<file path="src/rtl/morph_kernel_lut_if.sv">
// AXI-Stream channel that carries kernel coefficients into morph_kernel_lut.
interface morph_kernel_lut_if #(
    parameter int unsigned KERNEL_DATA_WIDTH = 8
);
    logic [KERNEL_DATA_WIDTH-1:0] axis_kernel_tdata;
    logic                         axis_kernel_tvalid;
    logic                         axis_kernel_tready;
    logic                         axis_kernel_tlast;

    modport master (
        output axis_kernel_tdata,
        output axis_kernel_tvalid,
        output axis_kernel_tlast,
        input  axis_kernel_tready
    );

    modport slave (
        input  axis_kernel_tdata,
        input  axis_kernel_tvalid,
        input  axis_kernel_tlast,
        output axis_kernel_tready
    );
endinterface

</file>
<file path="src/rtl/morph_kernel_lut.sv">
// Double-banked kernel coefficient LUT with two combinational read ports and a streamed shadow load.
// Optional MORPH_KERNEL_LUT_AUTOSWAP_EN: swap one cycle after a complete load instead of waiting for swap_req.
module morph_kernel_lut #(
    parameter int unsigned KERNEL_WIDTH      = 71,
    parameter int unsigned KERNEL_DATA_WIDTH = 8,
    localparam int unsigned ADDR_WIDTH = (KERNEL_WIDTH > 1) ? $clog2(KERNEL_WIDTH) : 1
) (
    input  logic                                clk,
    input  logic                                sreset,
    morph_kernel_lut_if.slave                   axis_kernel,
    input  logic                                swap_req,
    input  logic        [ADDR_WIDTH-1:0]        kernel_lut_address_a,
    output logic signed [KERNEL_DATA_WIDTH-1:0] kernel_lut_data_a,
    input  logic        [ADDR_WIDTH-1:0]        kernel_lut_address_b,
    output logic signed [KERNEL_DATA_WIDTH-1:0] kernel_lut_data_b,
    output logic                                active_bank,
    output logic                                load_pending,
    output logic                                load_error
);

    localparam int unsigned ADDR_EXT_WIDTH = ADDR_WIDTH + 1;
    localparam logic [ADDR_EXT_WIDTH-1:0] DEPTH    = ADDR_EXT_WIDTH'(KERNEL_WIDTH);
    localparam logic [ADDR_WIDTH-1:0]     LAST_IDX = ADDR_WIDTH'(KERNEL_WIDTH - 1);

    typedef enum logic [1:0] {
        IDLE      = 2'd0,
        LOAD      = 2'd1,
        ERR_DRAIN = 2'd2,
        PENDING   = 2'd3
    } state_t;

    state_t state;
    state_t state_next;

    logic signed [KERNEL_DATA_WIDTH-1:0] banks [2][KERNEL_WIDTH];
    logic [ADDR_WIDTH-1:0] idx;
    logic                  ready;
    logic                  beat;
    logic                  is_last;
    logic                  wr_en;
    logic                  idx_inc;
    logic                  idx_clr;
    logic                  err_c;
    logic                  swap_c;

    assign axis_kernel.axis_kernel_tready = ready;
    assign beat    = axis_kernel.axis_kernel_tvalid & ready;
    assign is_last = (idx == LAST_IDX);

    // State register
    always_ff @(posedge clk) begin
        if (sreset) begin
            state <= IDLE;
        end else begin
            state <= state_next;
        end
    end

    // Next-state and load control
    always_comb begin
        state_next = state;
        wr_en      = 1'b0;
        idx_inc    = 1'b0;
        idx_clr    = 1'b0;
        err_c      = 1'b0;
        swap_c     = 1'b0;
        case (state)
            IDLE, LOAD: begin
                if (beat) begin
                    wr_en = 1'b1;
                    if (is_last && axis_kernel.axis_kernel_tlast) begin
                        state_next = PENDING;
                        idx_clr    = 1'b1;
                    end else if (is_last) begin
                        // Too many beats: flag now, swallow the rest of the packet
                        state_next = ERR_DRAIN;
                        err_c      = 1'b1;
                        idx_clr    = 1'b1;
                    end else if (axis_kernel.axis_kernel_tlast) begin
                        state_next = IDLE;
                        err_c      = 1'b1;
                        idx_clr    = 1'b1;
                    end else begin
                        state_next = LOAD;
                        idx_inc    = 1'b1;
                    end
                end
            end
            ERR_DRAIN: begin
                if (beat && axis_kernel.axis_kernel_tlast) begin
                    state_next = IDLE;
                end
            end
            PENDING: begin
`ifdef MORPH_KERNEL_LUT_AUTOSWAP_EN
                swap_c = 1'b1;
`else
                swap_c = swap_req;
`endif
                if (swap_c) begin
                    state_next = IDLE;
                end
            end
            default: state_next = IDLE;
        endcase
    end

`ifdef MORPH_KERNEL_LUT_AUTOSWAP_EN
    logic unused_swap_req;
    assign unused_swap_req = swap_req;
`endif

    // Banks, index counter and registered status
    always_ff @(posedge clk) begin
        if (sreset) begin
            for (int unsigned i = 0; i < KERNEL_WIDTH; i++) begin
                banks[0][i] <= '0;
                banks[1][i] <= '0;
            end
            idx          <= '0;
            active_bank  <= 1'b0;
            load_pending <= 1'b0;
            load_error   <= 1'b0;
            ready        <= 1'b0;
        end else begin
            if (wr_en) begin
                banks[~active_bank][idx] <= axis_kernel.axis_kernel_tdata;
            end
            if (idx_clr) begin
                idx <= '0;
            end else if (idx_inc) begin
                idx <= idx + ADDR_WIDTH'(1);
            end
            if (swap_c) begin
                active_bank <= ~active_bank;
            end
            load_pending <= (state_next == PENDING);
            load_error   <= err_c;
            ready        <= (state_next != PENDING);
        end
    end

    // Read ports: out-of-range addresses read the flat (zero) coefficient
    always_comb begin
        kernel_lut_data_a = '0;
        kernel_lut_data_b = '0;
        if ({1'b0, kernel_lut_address_a} < DEPTH) begin
            kernel_lut_data_a = banks[active_bank][kernel_lut_address_a];
        end
        if ({1'b0, kernel_lut_address_b} < DEPTH) begin
            kernel_lut_data_b = banks[active_bank][kernel_lut_address_b];
        end
    end

endmodule

</file>
<file path="src/flat_wrapper.sv">
// flat-port wrapper written by rule: the top's interface ports become plain ports
module morph_kernel_lut_flat 
#(
    parameter int unsigned KERNEL_WIDTH      = 71,
    parameter int unsigned KERNEL_DATA_WIDTH = 8,
    localparam int unsigned ADDR_WIDTH = (KERNEL_WIDTH > 1) ? $clog2(KERNEL_WIDTH) : 1
)
  (clk, sreset, swap_req, kernel_lut_address_a, kernel_lut_data_a, kernel_lut_address_b, kernel_lut_data_b, active_bank, load_pending, load_error, axis_kernel_axis_kernel_tdata, axis_kernel_axis_kernel_tvalid, axis_kernel_axis_kernel_tlast, axis_kernel_axis_kernel_tready);
  morph_kernel_lut_if #(.KERNEL_DATA_WIDTH(KERNEL_DATA_WIDTH)) axis_kernel_i ();
  input  logic clk;
  input  logic sreset;
  input  logic swap_req;
  input  logic        [ADDR_WIDTH-1:0] kernel_lut_address_a;
  output logic signed [KERNEL_DATA_WIDTH-1:0] kernel_lut_data_a;
  input  logic        [ADDR_WIDTH-1:0] kernel_lut_address_b;
  output logic signed [KERNEL_DATA_WIDTH-1:0] kernel_lut_data_b;
  output logic active_bank;
  output logic load_pending;
  output logic load_error;
  input wire logic [$bits(axis_kernel_i.axis_kernel_tdata)-1:0] axis_kernel_axis_kernel_tdata;
  input wire logic [$bits(axis_kernel_i.axis_kernel_tvalid)-1:0] axis_kernel_axis_kernel_tvalid;
  input wire logic [$bits(axis_kernel_i.axis_kernel_tlast)-1:0] axis_kernel_axis_kernel_tlast;
  output wire logic [$bits(axis_kernel_i.axis_kernel_tready)-1:0] axis_kernel_axis_kernel_tready;
  assign axis_kernel_i.axis_kernel_tdata = axis_kernel_axis_kernel_tdata;
  assign axis_kernel_i.axis_kernel_tvalid = axis_kernel_axis_kernel_tvalid;
  assign axis_kernel_i.axis_kernel_tlast = axis_kernel_axis_kernel_tlast;
  assign axis_kernel_axis_kernel_tready = axis_kernel_i.axis_kernel_tready;
  morph_kernel_lut #(.KERNEL_WIDTH(KERNEL_WIDTH), .KERNEL_DATA_WIDTH(KERNEL_DATA_WIDTH)) u_core (.clk(clk), .sreset(sreset), .axis_kernel(axis_kernel_i), .swap_req(swap_req), .kernel_lut_address_a(kernel_lut_address_a), .kernel_lut_data_a(kernel_lut_data_a), .kernel_lut_address_b(kernel_lut_address_b), .kernel_lut_data_b(kernel_lut_data_b), .active_bank(active_bank), .load_pending(load_pending), .load_error(load_error));
endmodule
</file>
<file path="config.mk">
export PLATFORM = sky130hd
export DESIGN_NAME = morph_kernel_lut_flat
export DESIGN_NICKNAME = d
export VERILOG_FILES = /design/src/rtl/morph_kernel_lut_if.sv /design/src/rtl/morph_kernel_lut.sv /design/src/flat_wrapper.sv
export SDC_FILE = /design/constraint.sdc
export NUM_CORES = 2
export LEC_CHECK = 0
export CORE_MARGIN = 2
export CORE_UTILIZATION = 60
export CTS_CLUSTER_SIZE = 14
export DETAILED_ROUTE_END_ITERATION = 10
export PLACE_DENSITY = 0.8
export SYNTH_ARGS = -nofsm -noshare
export SYNTH_HDL_FRONTEND = slang
export SYNTH_SLANG_ARGS = --single-unit
</file>
<file path="constraint.sdc">
create_clock -name clk -period 5.2 [get_ports clk]
set_clock_uncertainty 0.15 [all_clocks]
set_input_delay 1.3 -clock clk [delete_from_list [all_inputs] [get_ports clk]]
set_output_delay 1.3 -clock clk [all_outputs]
set_load 0.01 [all_outputs]
</file>
---- Yosys cells after proc, flatten, opt, wreduce, memory -nomap -nowiden ----
Memory sizes are Yosys's and may differ from the RTL's. A register that Yosys moved wholly into a read port is not among the register bits.
Index checks and enable logic that the tools add are counted.
word-level totals
  register bits after elaboration ......... 13
  latch bits .............................. 0
  bits in writable memories ............... 1,136
  bits in read-only memories .............. 0
  input bits .............................. 27
  output and inout port bits .............. 20
  logic and storage cells ................. 75
  memories kept ........................... 1
memories
  name          depth  bits a word  rd ports  clocked after Yosys merged registers in  wr ports  line                    RTL
  u_core.banks  2      568          1         1                                        2         morph_kernel_lut.sv:35  logic signed [KERNEL_DATA_WIDTH-1:0] banks [2][KERNEL_WIDTH];
operators by class
  add/subtract/negate cells ............... 1
  multipliers ............................. 0
  divide/modulo/power cells ............... 0
  order comparisons ....................... 6
  equality and inequality tests ........... 6
  shift-type cells ........................ 0
  multiplexer cells ....................... 40
  bitwise gates (word level) .............. 7
  reductions and logical operators ........ 8
operators with widths
  cell                                                                   count
  568-bit 2-to-1 mux                                                     3
  568-bit OR reduction                                                   1
  8-bit binary-select mux with 7-bit select                              2
  8-bit demux with 7-bit select                                          1
  8-bit 2-to-1 mux                                                       7
  8-bit greater-or-equal comparator (second input constant)              3
  7-bit NOT with 8-bit output                                            3
  1-bit 2-to-1 mux                                                       21
  7-bit < comparator (second input constant)                             2
  2-bit 2-to-1 mux                                                       5
  8-bit by 1-bit < comparator with 1-bit output (second input constant)  1
  7-bit by 1-bit adder with 7-bit output (second input constant)         1
  7-bit == test (second input constant)                                  1
  2-bit == test (second input constant)                                  3
  2-bit one-hot mux with 3 select lines                                  1
  2-bit OR reduction                                                     2
  4-bit OR reduction                                                     1
  1-bit logical AND                                                      3
  1-bit NOT                                                              3
  2-bit by 1-bit == test with 1-bit output (second input constant)       1
  2-bit zero test                                                        1
  2-bit inequality test (second input constant)                          1
  1-bit AND                                                              1

---- Logic depth before layout (Yosys ltp) ----
  depth after elaboration ................. 8
  gate-level depth with buffers ........... 12
  gate-level depth less buffers ........... 11

---- Least setup slack after synthesis ----
OpenSTA, ideal clock, no wires.
  path type ............................... input port to output port
  start point ............................. in kernel_lut_address_b[0]
  end point ............................... out kernel_lut_data_b[7]
  data arrival time ....................... 3.267 ns
  required time ........................... 3.750 ns
  setup slack ............................. 0.483 ns
  stages .................................. 8
  buffers on the path ..................... 4
  cell sequence ........................... buf_2 > buf_2 > clkbuf_1 > buf_2 > mux4_2 > mux4_2 > o2111ai_1 > nand4_1
on the way
  word-level cells in the longest chain between the ends .. 5
  elaborated cells between the ends (all ways) .. 6
  classes of those cells .................. order compare: 1; mux: 4; bitwise: 1
ends and longest elaborated chain
  item                                                 line                     RTL
  start: declaration                                   flat_wrapper.sv:15       input logic [ADDR_WIDTH-1:0] kernel_lut_address_b;
  7-bit NOT with 8-bit output (not written as such)    morph_kernel_lut.sv:151  kernel_lut_data_b = banks[active_bank][kernel_lut_address_b];
  8-bit binary-select mux with 7-bit select            morph_kernel_lut.sv:151
  8-bit 2-to-1 mux (not written as such) (2 in a row)  morph_kernel_lut.sv:151
  8-bit 2-to-1 mux (*)                                 morph_kernel_lut.sv:150  if ({1'b0, kernel_lut_address_b} < DEPTH) begin
  end: declaration                                     flat_wrapper.sv:16       output logic signed [KERNEL_DATA_WIDTH-1:0] kernel_lut_data_b;
Mark *: on every way between the ends. The rest lies on a longest branch, timed or not. The select of a mux whose other input is x is not followed.

---- Worst setup path after layout ----
  start point ............................. in kernel_lut_address_b[2]
  end point ............................... out kernel_lut_data_b[3]
Same word-level chain as after synthesis.

==> qor.csv <==
metric;value;unit
status;finished with violations;
failed_checks;negative setup slack;
cts_buffer_depth;3;
die_area;106000;um2
cp.required;3.75;ns
gp_congestion;0.986;
cts_tree;yes;
cts_hold_buf;0;
arrival;3.87;ns
synth_top_area_frac;0.548;
leakage;0.0256;uW
start_util;0.604;
setup_violations;4;
critPathLaunchType;primary input;
pin_count;47;
period_share;1.02;
synth_area_leaders;edfxtp_1 (55%), mux4_2 (21%), and2_1 (11%);
rows;118;
netlist_area;62300;um2
yosysTopAreaCell;edfxtp_1;
drc;0;
synth-simple-area-share;0.158;
cts_sinks;1150;
hold_path.class;reg -> reg;
ff2ff_setup_slack;1.79;ns
syn_to_final_growth;17.2;%
drive_gt1_frac;0.352;
synth_ff_type;edfxtp_1;
clk-insertion-delay-late;0.71;ns
grt_usage;0.371;
antenna_left;0;
cts_made_buffers;117;
hold_viol;0;
die_x;326;um
drtPass1Iterations;9;
wl_per_cell;32.7;um
end_kind;primary output;
dp_hpwl;134000;um
synth-adder-area-share;0.00100;
synth_compound_area_frac;0.0253;
cts.reportedPaths.clkPinSlew;0.06;ns
grt_start_max_net_pins;101;
async_reset_ff_frac;0;
ir_drop;275;uV
num_vias;42009;
cp_max_fo;9;
synth_xor_area_frac;0.000703;
viasPerCell;6.96;
hold_path_end;u_core.idx[0];
fmax;188;MHz
dieHeight;326;um
core-area;103000;um2
grt_pass1_wl;284000;um
hp-start;u_core.idx[0];
cts_root_buf;clkbuf_16;
drt_iter0_markers;7071;
rr_endpoint;u_core.banks[1][29];
finalCriticalPeriod;5.32;ns
p_per_area;298;nW/um2
nets;4576;
htree_levels;3;
worst_pin_slew;1.29;ns
crit_type;in -> out;
overflow;0;
synth_cells;4137;
slew_headroom;0.142;
finalPower;21700;uW
ys_ff_latch;1150;
yosysWarningCount;0;
rr_startpoint;u_core.axis_kernel.axis_kernel_tready;
syn-num-nets;4169;
setup_ws;-0.120;ns
worst_hold_slack;0.415;ns
holdPathStages;2;
rsz0062_at_grt;yes;
first_global_vias;41613;
portBuffers;46;
drv_slew;0;
syn_area_per_cell;15.1;um2
synth_edf_count;1136;
synth_top_family_by_area;multiplexers;
nFillCells;6308;
detail_route.wirelength;197000;um
antenna_found_initial;19;
ys_types;61;
ys_seq_area_frac;0.552;
finalSetupTns;-0.291;ns
place_ws;-1.04;ns
reg2regPathDepth;8;
synth_mux_area_frac;0.235;
drv_cap;0;
[Yosys cell counts, types with 8 or more instances]
cell type and count:
a211oi_1 17, mux2_2 11, buf_4 30, o22ai_1 62, clkbuf_1 202, a21oi_1 22, buf_1 36, mux4_2 593
a22oi_1 38, mux2i_1 113, and2_1 1141, nor4_1 19, nor2_1 181, or2_2 147, nor3_1 8, edfxtp_1 1136
nand2_1 78, o21ai_0 20, nor2b_1 23, o211ai_1 11, nand3b_1 9, nand3_1 26, o221ai_1 17, buf_2 48
nand2b_1 12, dfxtp_1 14, buf_6 31
[power breakdown]
group	internal [uW]	switching [uW]
registers	10600	265
logic	978	1320
clock network	4900	3680
[cell type report]
cell class	instances	area, um2	share of cell area
tap	1380	1730	0.0236
timing repair buffer	635	6230	0.0853
clock inverter	82	778	0.0107
inverter	7	28.8	0.000394
clock buffer	139	3070	0.0421
antenna	6	15.0	0.000206
multi-input combinational	2633	26800	0.367
sequential	1150	34400	0.471
[stage by stage]
stage | cells | instance area [um2] | utilization
2_1_floorplan | 4137 | 62300 | -
3_3_place_gp | 5715 | 67300 | 0.652
3_5_place_dp | 5715 | 67300 | 0.652
4_1_cts | 6007 | 72800 | 0.705
5_1_grt | 6026 | 73000 | 0.707
6_report | 6032 | 73000 | 0.707
[logic make-up after synthesis]
group / after synthesis
buf+inv: 354
compound gates: 227
simple gates: 1679
mux: 717
fa+ha+maj: 5
xor+xnor: 5
flops: 1150
[worst max-delay path by stage]
| stage | from | depth (start not counted) | end |
|---|---|---|---|
| final | kernel_lut_address_b[2] | 10 | kernel_lut_data_b[3] |
| after CTS | flop | 12 | kernel_lut_data_b[7] |
| after global placement | kernel_lut_address_b[0] | 11 | kernel_lut_data_b[6] |
| after global routing | flop | 12 | kernel_lut_data_b[7] |
| after floorplan | kernel_lut_address_b[0] | 8 | kernel_lut_data_b[7] |
| after detailed placement | kernel_lut_address_b[0] | 11 | kernel_lut_data_b[6] |
[layer usage]
| metal | GRT usage | up-vias | routed length, um |
|---|---|---|---|
| met1 | 0.494 | 21192 | 67000 |
| li1 | - | 16750 | - |
| met4 | 0.172 | 28 | 10600 |
| met5 | 0 | - | 214 |
| met3 | 0.124 | 648 | 30100 |
| met2 | 0.558 | 3391 | 89300 |
[state kept, by name, summed over array words and instances, names as in the netlist, named ones only]
signal and cells:
u_core.banks 1136, u_core.idx 7, u_core.state 2, u_core.active_bank 1, u_core.axis_kernel.axis_kernel_tready 1, u_core.load_error 1, u_core.load_pending 1
[layout by cell type (no fill, tap or decap), types with 24 or more instances in the layout]
master	instances
a22oi_1	31
and2_1	1142
buf_12	59
buf_4	493
clkbuf_16	120
clkinv_1	26
clkinv_2	29
edfxtp_1	1136
mux2i_1	103
mux4_2	593
nand2_1	76
nand3_1	24
nor2_1	179
o22ai_1	54
or2_2	146
[critical path: stages]
cell,delay [ns]
buf_2,0.21
buf_4,0.19
nand3b_1,0.30
buf_4,0.24
o22ai_1,0.12
o41ai_2,0.52
buf_4,0.19
o211ai_1,0.15
a32oi_2,0.42
buf_2,0.22
[what timing repair did]
action / 4_1_cts / 5_1_grt
gates cloned: 11 / 0
setup endpoints to repair: 16 / 15
resized for setup: 193 / 38
buffers inserted: 63 / 19
pin swaps: 28 / 18
(Power assumes the default switching activity.)
